## src/rtl/sram_port_arbiter.sv

```systemverilog
// sram_port_arbiter
// Shares one single-port synchronous SRAM between the instruction-fetch
// requester (read-only) and the data requester (read/write, byte enables).
// Each requester holds req until its done pulse. At most one SRAM access is
// issued per cycle, and the response returns on the following cycle.
// Optional feature: define ARB_ROUND_ROBIN_EN to arbitrate contention
// round-robin. When it is undefined, data always wins on contention.
module sram_port_arbiter #(
  parameter int AW = 32,
  parameter int DW = 32
) (
  input  logic            clk,
  input  logic            rst,
  input  logic            i_req,
  input  logic [AW-1:0]   i_addr,
  output logic            i_done,
  output logic [DW-1:0]   i_rdata,
  input  logic            d_req,
  input  logic [DW/8-1:0] d_wen,
  input  logic [AW-1:0]   d_addr,
  input  logic [DW-1:0]   d_wdata,
  output logic            d_done,
  output logic [DW-1:0]   d_rdata,
  output logic            sram_en,
  output logic [DW/8-1:0] sram_wen,
  output logic [AW-1:0]   sram_addr,
  output logic [DW-1:0]   sram_wdata,
  input  logic [DW-1:0]   sram_rdata
);

  // state    | meaning
  // ST_IDLE  | no response due this cycle
  // ST_RSP_I | fetch response due this cycle (i_done)
  // ST_RSP_D | data response due this cycle (d_done)
  typedef enum logic [1:0] {
    ST_IDLE  = 2'd0,
    ST_RSP_I = 2'd1,
    ST_RSP_D = 2'd2
  } state_t;

  state_t r_state;
  logic   r_i_done;
  logic   r_d_done;

  logic   w_i_elig;
  logic   w_d_elig;
  logic   w_gnt_i;
  logic   w_gnt_d;

`ifdef ARB_ROUND_ROBIN_EN
  logic   r_rr_data;  // 1: data wins the next contended grant
  logic   w_contend;
`endif

  // A requester whose response is returning this cycle is completing, not
  // asking again. Reset blocks all grants.
  always_comb begin
    w_i_elig = !rst && i_req && (r_state != ST_RSP_I);
    w_d_elig = !rst && d_req && (r_state != ST_RSP_D);
  end

  // Pick the winner for this cycle's SRAM slot.
  always_comb begin
`ifdef ARB_ROUND_ROBIN_EN
    w_contend = w_i_elig && w_d_elig;
    w_gnt_d   = w_d_elig && (!w_i_elig || r_rr_data);
`else
    w_gnt_d   = w_d_elig;
`endif
    w_gnt_i   = w_i_elig && !w_gnt_d;
  end

  // Drive the SRAM from the winner. An idle slot drives all zeros.
  always_comb begin
    sram_en    = w_gnt_i || w_gnt_d;
    sram_wen   = '0;
    sram_addr  = '0;
    sram_wdata = '0;
    if (w_gnt_d) begin
      sram_wen   = d_wen;
      sram_addr  = d_addr;
      sram_wdata = d_wdata;
    end else if (w_gnt_i) begin
      sram_addr  = i_addr;
    end
  end

  // Response FSM: remember which requester owns the data returning next cycle.
  always_ff @(posedge clk) begin
    if (rst) begin
      r_state  <= ST_IDLE;
      r_i_done <= 1'b0;
      r_d_done <= 1'b0;
    end else begin
      if (w_gnt_d) begin
        r_state <= ST_RSP_D;
      end else if (w_gnt_i) begin
        r_state <= ST_RSP_I;
      end else begin
        r_state <= ST_IDLE;
      end
      r_i_done <= w_gnt_i;
      r_d_done <= w_gnt_d;
    end
  end

`ifdef ARB_ROUND_ROBIN_EN
  // Round-robin pointer. It moves only when both requesters competed.
  always_ff @(posedge clk) begin
    if (rst) begin
      r_rr_data <= 1'b1;
    end else if (w_contend) begin
      r_rr_data <= w_gnt_i;
    end
  end
`endif

  // Reset discards a returning response, so done stays low during reset.
  always_comb begin
    i_done  = r_i_done && !rst;
    d_done  = r_d_done && !rst;
    i_rdata = i_done ? sram_rdata : '0;
    d_rdata = d_done ? sram_rdata : '0;
  end

endmodule

```

## config.mk

```make
export PLATFORM = sky130hd
export DESIGN_NAME = sram_port_arbiter
export DESIGN_NICKNAME = d
export VERILOG_FILES = /design/src/rtl/sram_port_arbiter.sv
export SDC_FILE = /design/constraint.sdc
export NUM_CORES = 1
export LEC_CHECK = 0
export ABC_CLOCK_PERIOD_IN_PS = 1780
export CAP_MARGIN = 10
export CORE_AREA = 2 2 104 106
export DETAILED_ROUTE_END_ITERATION = 8
export DIE_AREA = 0 0 106 108
export GPL_TIMING_DRIVEN = 0
export PLACE_DENSITY_LB_ADDON = 0.15
export RECOVER_POWER = 100
export SLEW_MARGIN = 10
export SYNTH_ARGS = -nofsm -noshare
export SYNTH_HDL_FRONTEND = slang
export SYNTH_SLANG_ARGS = --single-unit
```

## constraint.sdc

```tcl
create_clock -name clk -period 1.78 [get_ports clk]
set_input_delay 0.267 -clock clk [delete_from_list [all_inputs] [get_ports clk]]
set_output_delay 0.267 -clock clk [all_outputs]
set_load 0.02 [all_outputs]
```

Word-level counts from Yosys, hierarchy flattened
Index checks and enable logic that the tools add are counted.
W data, S select, Z words.
Word-level totals
  register bits: 4
  bits of input ports: 136
  output and inout port bits: 135
  word-level logic and storage cells: 25
Cells by class
  equality and inequality tests: 2
  mux-type cells: 8
  reduce and logical (&&, ||, !) cells: 11
Operators with widths (count)
  $mux W32: 5
  $logic_and A1 B1 Y1: 7
  $mux W4: 1
  $logic_not A1 Y1: 2
  $mux W2: 1
  $ne A2 B1 Y1 const B: 1
  $ne A2 B2 Y1 const B: 1
  $reduce_or A2 Y1: 1
  $logic_or A1 B1 Y1: 1
  $mux W1: 1

Depth between registers and ports, before layout
Gate-level depths: netlist of the first run.
  depth in word-level cells: 7
  gate-level depth with buffers: 6

Worst setup path before layout of the first run
No wires, ideal clock.
  path type: reg2out
  start: register r_state[1] (netlist name)
  end: output port d_rdata[22]
  arrival time: 1.287 ns
  required time: 1.513 ns
  slack: 0.226 ns
  cell stages (with the launch flop): 4
  path buffers: 1
  path through: dfxtp_1 nor2b_1 clkbuf_1 and2_1
RTL lines
  end: declaration: line 23  | output logic [DW-1:0] d_rdata,

Final worst setup path of the first run
  start: register r_state[0]
  end: output port sram_addr[24]
On the way
  longest elaborated chain between the ends: 6
Ends and longest elaborated chain
  start: declaration: line 41  | state_t r_state;
  start signal: assignment: line 91  | r_state <= ST_IDLE;
  start signal: assignment: line 96  | r_state <= ST_RSP_D;
  start signal: assignment: line 98  | r_state <= ST_RSP_I;
  $ne A2 B2 Y1: line 59  | w_d_elig = !rst && d_req && (r_state != ST_RSP_D);
  $logic_and A1 B1 Y1: line 59
  $logic_not A1 Y1: line 70  | w_gnt_i = w_i_elig && !w_gnt_d;
  $logic_and A1 B1 Y1: line 70
  $mux W32: line 83  | end else if (w_gnt_i) begin
  $mux W32 (*): line 79  | if (w_gnt_d) begin
  end: declaration: line 26  | output logic [AW-1:0] sram_addr,
Every way passes the cells marked *; elsewhere a longest branch is shown, timed or not.

==> results of run 1 <==
timing repair:
item	CTS	global route
endpoints found under the setup margin	135	113
cloned	3	0
gates resized for setup	427	96
setup buffers	2	3
pin swaps	18	2
layer usage:
layer  track usage  share of wire  vias to the layer above
met1         0.133           0.34                     1018
met5             0              0                        -
met2         0.266           0.55                      155
met3        0.0313          0.097                        4
met4        0.0291         0.0092                        0
li1              -              -                     1160
cell usage in the layout, fill, tap and decap left out, types with 2 or more instances in the layout:
cell             instances
clkbuf_8                 7
clkbuf_2                27
buf_2                   35
dfxtp_2                  2
nor2b_4                  2
dlymetal6s2s_1           2
a32o_1                  27
a32o_2                   5
dlygate4sd2_1           32
clkdlybuf4s50_1        132
buf_4                    8
clkdlybuf4s15_1          6
and2_1                 102
buf_6                   33
buf_8                    2
clkdlybuf4s15_2          7
clkbuf_4                 8
kinds of logic (layout without fill, tap and decap cells):
group / Yosys count / count (layout)
AO/OA/AOI/OAI: 34 / 34
buffers and inverters: 21 / 303
flip-flops: 3 / 3
AND/OR/NAND/NOR: 111 / 111
state kept, by name, indices dropped and copies added (netlist names):
name and cells:
r_i_done 1, r_state 2
per-stage QoR:
stage / hold slack, ns / cell area [um^2] / setup WS, ns / cells / setup TNS (ns)
after global routing: 0.830 / 4080 / -0.127 / 587 / -3.00
final: 0.772 / 4080 / -0.0693 / 587 / -1.01
after CTS: 0.758 / 4100 / -0.0730 / 584 / -1.58
after detailed placement: 0.962 / 4080 / -0.866 / 575 / -98.14
after floorplan: 0.623 / 1200 / 0.226 / 169 / 0
after global placement: 0.946 / 4080 / -0.869 / 575 / -94.71
critical path, cell delays in order (launching register included):
cell and delay (ns):
dfxtp_2 0.32, nand2b_4 0.13, and3b_1 0.16, buf_6 0.14, buf_8 0.14, buf_8 0.12, a32o_1 0.22, buf_6 0.13
power breakdown:
group	internal, mW	switching (mW)	total, mW
sequential	0.0721	0.00375	0.0758
combinational	0.550	0.367	0.917
clock	0.153	0.0455	0.198
total	0.775	0.416	1.19
Yosys cell counts:
cell type / count / share of area
nand2b_4: 1 / 0.011
a21oi_1: 1 / 0.0042
o21ai_2: 1 / 0.0073
and3b_1: 1 / 0.0073
nor2b_1: 4 / 0.021
dfxtp_1: 3 / 0.050
nor3_1: 1 / 0.0042
nand2b_1: 1 / 0.0052
clkbuf_1: 12 / 0.037
and2_1: 102 / 0.53
nor2_1: 1 / 0.0031
buf_2: 6 / 0.025
buf_6: 3 / 0.028
a32o_1: 32 / 0.27
layout make-up:
| type | instances | area share |
|---|---|---|
| timing repair buffer | 278 | 0.618 |
| multi-input combinational | 145 | 0.262 |
| sequential | 3 | 0.0153 |
| clock buffer | 4 | 0.0110 |
| tap | 136 | 0.0417 |
| buffer | 21 | 0.0525 |
final timing paths:
kind / from / endpoint / slack, ns
worst min register to register: r_state[1] / r_state[0] / 0.93
worst max register to register: r_state[0] / r_state[0] / 0.73
worst max-delay path: r_state[0] / sram_addr[24] / -0.07
worst min-delay path: d_req / r_state[0] / 0.77
==> results.tsv, run 1 <==
metric	value	unit
design_power_total	1.19	mW
detail_route.iter0.violations	87	
post_synth_xor_area_fraction	0	
largest_family_of_logic_cells_by_synthesized_area	simple AND/OR/NAND/NOR gates	
io-pin-count	271	
htreeDepth	1	
floorplan.initialDensity	0.118	
footprint_of_the_multi_input_gates	1070	um^2
max_slew.worst_pin.slew	0.258	ns
timing_max_transition_violations_final	0	
grt_antenna_before_repair	0	
port_buffers	270	
dpl.hpwl	7110	um
r2r_cells	4	
core-area	10200	um^2
cp-start-kind	register	
clock_tree.root_cell	clkbuf_8	
grt-ovfl-total	0	
post_synth_num_cell_types	14	
syn_avg_cell_area	7.12	um^2
post_cts_hold_buffer_count	0	
critPathKind	reg2out	
final.setup.worst_slack	-0.0693	ns
layout_min_cycle_time	1.85	ns
grt_use_total	0.131	
pin_count_of_the_biggest_net_entering_global_routing	11	
area_occupied_by_registers	62.6	um^2
timing.hold.worst_path_depth	4	
horiz_die_dim	106	um
dr.pass1.iters	4	
detail-route-antenna-nets	0	
clock.fmax	0.541	GHz
clkLatencyLatePin	0.21	ns
gp_routability_congestion	0.753	
outcome	finished with violations	
die_y	108	um
clock_path_buffers	2	
cts.clk_slew.worst_paths	0.03	ns
portion_of_the_post_synthesis_area_used_by_sequential_elements	0.0499	
drc	0	
grt_setup_unrepaired	true	
holdCritPathClass	in2reg	
route.final.wire_length	8260	um
critPathCaptureType	primary output	
netlist_instances	169	
syn_nets	305	
vias_per_std_cell	3.98	
rows	37	
hold_viol	0	
worstPathMaxFanout	7	
nNetsFinal	588	
detailroute.via_count	2337	
power_per_cell_area	292	nW/um^2
fin_worst_skew	0.00298	ns
timing.slew.headroom	0.828	
timing.max_cap.violations	0	
drt-wirelength-per-cell	14.1	um
numCtsBuffers	3	
power.leakage	2.01	nW
syn_area	1200	um^2
ys.warnings.count	0	
irDropWorstVdd	0.000145	V
syn2layout_area_growth	239	%
synth_fa_ha_area_frac	0	
first_pass_grt_wire_length	12000	um
failed_checks	setup timing	
drive_above_1_share	0.315	
cts_tree	built	
post_synth_and_or_nand_nor_area_fraction	0.582	
die_area	11400	um^2
crit_arrival	1.58	ns
cts.sink_count	3	
fillers	1084	
ys_seq_elements	3	
post-route-period-util	1.04	
antenna-diode-count	0	
synth_compound_gate_area_share	0.278	
worstPathRequired	1.51	ns
core_occupancy_in_the_finished_layout	0.398	
setup-violations-final	20	
number_of_global_route_vias_before_repair	2299	
muxShareOfSynthArea	0	
Power figures use the tool's default switching activity.
==> run 2, diff against run 1 <==
--- a/config.mk
+++ b/config.mk
@@ -5,14 +5,16 @@
 export SDC_FILE = /design/constraint.sdc
 export NUM_CORES = 1
 export LEC_CHECK = 0
+export ABC_AREA = 1
 export ABC_CLOCK_PERIOD_IN_PS = 1780
 export CAP_MARGIN = 10
-export CORE_AREA = 2 2 104 106
+export CORE_AREA = 2 2 106 108
 export DETAILED_ROUTE_END_ITERATION = 8
-export DIE_AREA = 0 0 106 108
+export DIE_AREA = 0 0 108 110
 export GPL_TIMING_DRIVEN = 0
 export PLACE_DENSITY_LB_ADDON = 0.15
 export RECOVER_POWER = 100
+export SETUP_SLACK_MARGIN = 0.1
 export SLEW_MARGIN = 10
 export SYNTH_ARGS = -nofsm -noshare
 export SYNTH_HDL_FRONTEND = slang
==> constraint.sdc (replaced) <==
create_clock -name clk -period 1.78 [get_ports clk]
set_input_delay 0.178 -clock clk [delete_from_list [all_inputs] [get_ports clk]]
set_output_delay 0.178 -clock clk [all_outputs]
set_load 0.02 [all_outputs]
==> results.tsv, run 2 <==
metric	value	unit	change
outcome	finished, final reports clean		
yosysMostFrequentCell	nor2_1		
timing.slew.headroom	0.790		-0.0380
netlist_instances	304		+80%
syn_nets	440		+44%
htreeDepth	1		unchanged
fin_worst_skew	0.00160	ns	-0.00139 ns
portion_of_the_post_synthesis_area_used_by_sequential_elements	0.0436		-0.00630
die_area	11900	um^2	+3.8%
rows	38		+2.7%
critical_path.top_delay_family	buffers and inverters		
layout_common_cells	clkdlybuf4s50_1, nor2_1, dlygate4sd2_1		
pin_count_of_the_biggest_net_entering_global_routing	11		unchanged
nNetsFinal	725		+23%
path_cells	clkdlybuf4s50_1 -> nand2_1 -> nor2_4 -> buf_4 -> nand3_1 -> nand2_1 -> clkbuf_1		
drc	0		unchanged
crit_path_top_delay_cell	clkdlybuf4s50_1		
syn_avg_cell_area	4.53	um^2	-36%
horiz_die_dim	108	um	+1.9%
drt-wirelength-per-cell	11.8	um	-16%
detail_route.iter0.violations	93		+6.9%
share_of_flip_flops_with_an_asynchronous_set_or_reset	0		unchanged
critical_path.most_common_cell	nand2_1		
floorplan.initialDensity	0.129		+0.0111
post-route-period-util	0.930		-0.109
port_buffers	270		unchanged
critPathBufInv	3		-1
worstPathMaxFanout	10		+3
die_y	110	um	+1.9%
synth_top_cells_by_count	nor2_1, inv_1, nand2_1		
first_pass_grt_wire_length	12400	um	+2.9%
io-pin-count	271		unchanged
syn_area	1380	um^2	+14%
registers_with_the_highest_flip_flop_counts	r_state x2, r_i_done x1		
ys.warnings.count	0		unchanged
number_of_global_route_vias_before_repair	2582		+12%
clkLatencyLatePin	0.21	ns	about the same
cp-start-kind	input pin		
synth_top_area_cells	nor2_1, inv_1, nand2_1		
top_flip_flop_cell_by_instance_count_after_synthesis	dfxtp_1		
timing.max_cap.violations	0		unchanged
core-area	10700	um^2	+4.6%
ys_seq_elements	3		unchanged
power_per_cell_area	280	nW/um^2	-4.1%
placed_cell_area	4260	um^2	+4.4%
clock_tree.root_cell	clkbuf_8		
antenna-diode-count	0		unchanged
post_synth_num_cell_types	14		unchanged
drive_above_1_share	0.131		-0.184
route.final.wire_length	8610	um	+4.2%
power.leakage	2.54	nW	+26%
layout_min_cycle_time	1.66	ns	-0.194 ns
grt_setup_unrepaired	true		
timing.critical_path.slowest_cell_delay	0.45	ns	+0.13 ns
fillers	1211		+12%
grt_antenna_before_repair	0		unchanged
grt_use_total	0.131		about the same
crit_arrival	1.48	ns	-0.10 ns
mostFrequentLayoutCell	clkdlybuf4s50_1		
worstPathRequired	1.60	ns	+0.09 ns
detailroute.via_count	2701		+16%
dpl.hpwl	7430	um	+4.6%
cts.clk_slew.worst_paths	0.03	ns	about the same
synth.top_cell.area_share	0.256		-0.274
largest_reg_flops	2		unchanged
setup-violations-final	0		-100%
timing_max_transition_violations_final	0		unchanged
gp_routability_congestion	0.755		+0.36%
synthDominantAreaCellType	nor2_1		
critPathCaptureType	primary output		
cts.sink_count	3		unchanged
regMostFlops	r_state		
clock.fmax	0.604	GHz	+12%
irDropWorstVdd	0.000124	V	-14%
synth-edff-count	0		unchanged
final_design_area_no_fill	4130	um^2	+1.3%
cts_tree	built		
grt-ovfl-total	0		unchanged
dr.pass1.iters	4		unchanged
clock_path_buffers	2		unchanged
holdCritPathClass	in2reg		
max_slew.worst_pin.slew	0.316	ns	+0.0589 ns
detail-route-antenna-nets	0		unchanged
vias_per_std_cell	3.71		-6.8%
core_occupancy_in_the_finished_layout	0.386		-0.0124
numCtsBuffers	3		unchanged
post_cts_hold_buffer_count	0		unchanged
syn2layout_area_growth	200	%	
critPathKind	in2out		
hold_viol	0		unchanged
run 2: kinds of logic after synthesis:
family / Yosys count / share of synthesized area
buffers and inverters: 94 / 0.302
flip-flops: 3 / 0.0436
AND/OR/NAND/NOR: 207 / 0.655
run 2: cell type report:
type	instances	area [um^2]	share of cell area
multi-input cells	207	915	0.221
inverters	75	289	0.0700
clock buffers	4	45.0	0.0109
repair buffers	280	2490	0.604
plain buffers	19	150	0.0364
flip-flops and latches	3	61.3	0.0148
well taps	140	175	0.0424
run 2: worst register-to-register path, delay by kind of cell, from the launching register on:
kind,cells,cell delay [ns]
buffers and inverters,4,0.38
AND/OR/NAND/NOR,3,0.26
flip-flops,1,0.29
run 2: stage by stage:
stage	setup slack (ns)	TNS, ns	hold slack [ns]	power, mW	cells
global route	0.0368	0	0.706	1.24	728
floorplan	0.638	0	0.475	0.452	304
detailed placement	-0.416	-34.08	0.808	1.04	714
global placement	-0.403	-31.32	0.789	1.03	714
finish	0.125	0	0.606	1.16	728
CTS	0.0138	0	0.626	1.19	727
run 2: final timing paths:
kind / from / cells after the start / slack (ns) / endpoint
max: i_req / 7 / 0.12 / sram_addr[24]
min: rst / 6 / 0.61 / r_state[0]
min reg2reg: r_state[1] / 4 / 0.79 / r_state[0]
max reg2reg: r_state[0] / 7 / 0.74 / r_i_done
run 2: metal layers:
layer | global-route usage | up-vias | share of wire
met5 | 0 | - | 0
met3 | 0.0353 | 10 | 0.11
met1 | 0.121 | 1130 | 0.33
met2 | 0.272 | 140 | 0.55
met4 | 0.0430 | 0 | 0.020
li1 | - | 1421 | -
run 2: repair_timing:
action,in CTS,in global routing
cloned,2,0
setup buffers,7,2
setup endpoints to repair,135,58
pin swaps,3,3
gates resized for setup,249,26
run 2: power by group:
part | total, mW | switching, mW | leakage, nW | internal [mW]
logic | 0.889 | 0.423 | 2.49 | 0.465
registers | 0.0739 | 0.00177 | 0.0251 | 0.0722
clock network | 0.195 | 0.0421 | 0.0228 | 0.152
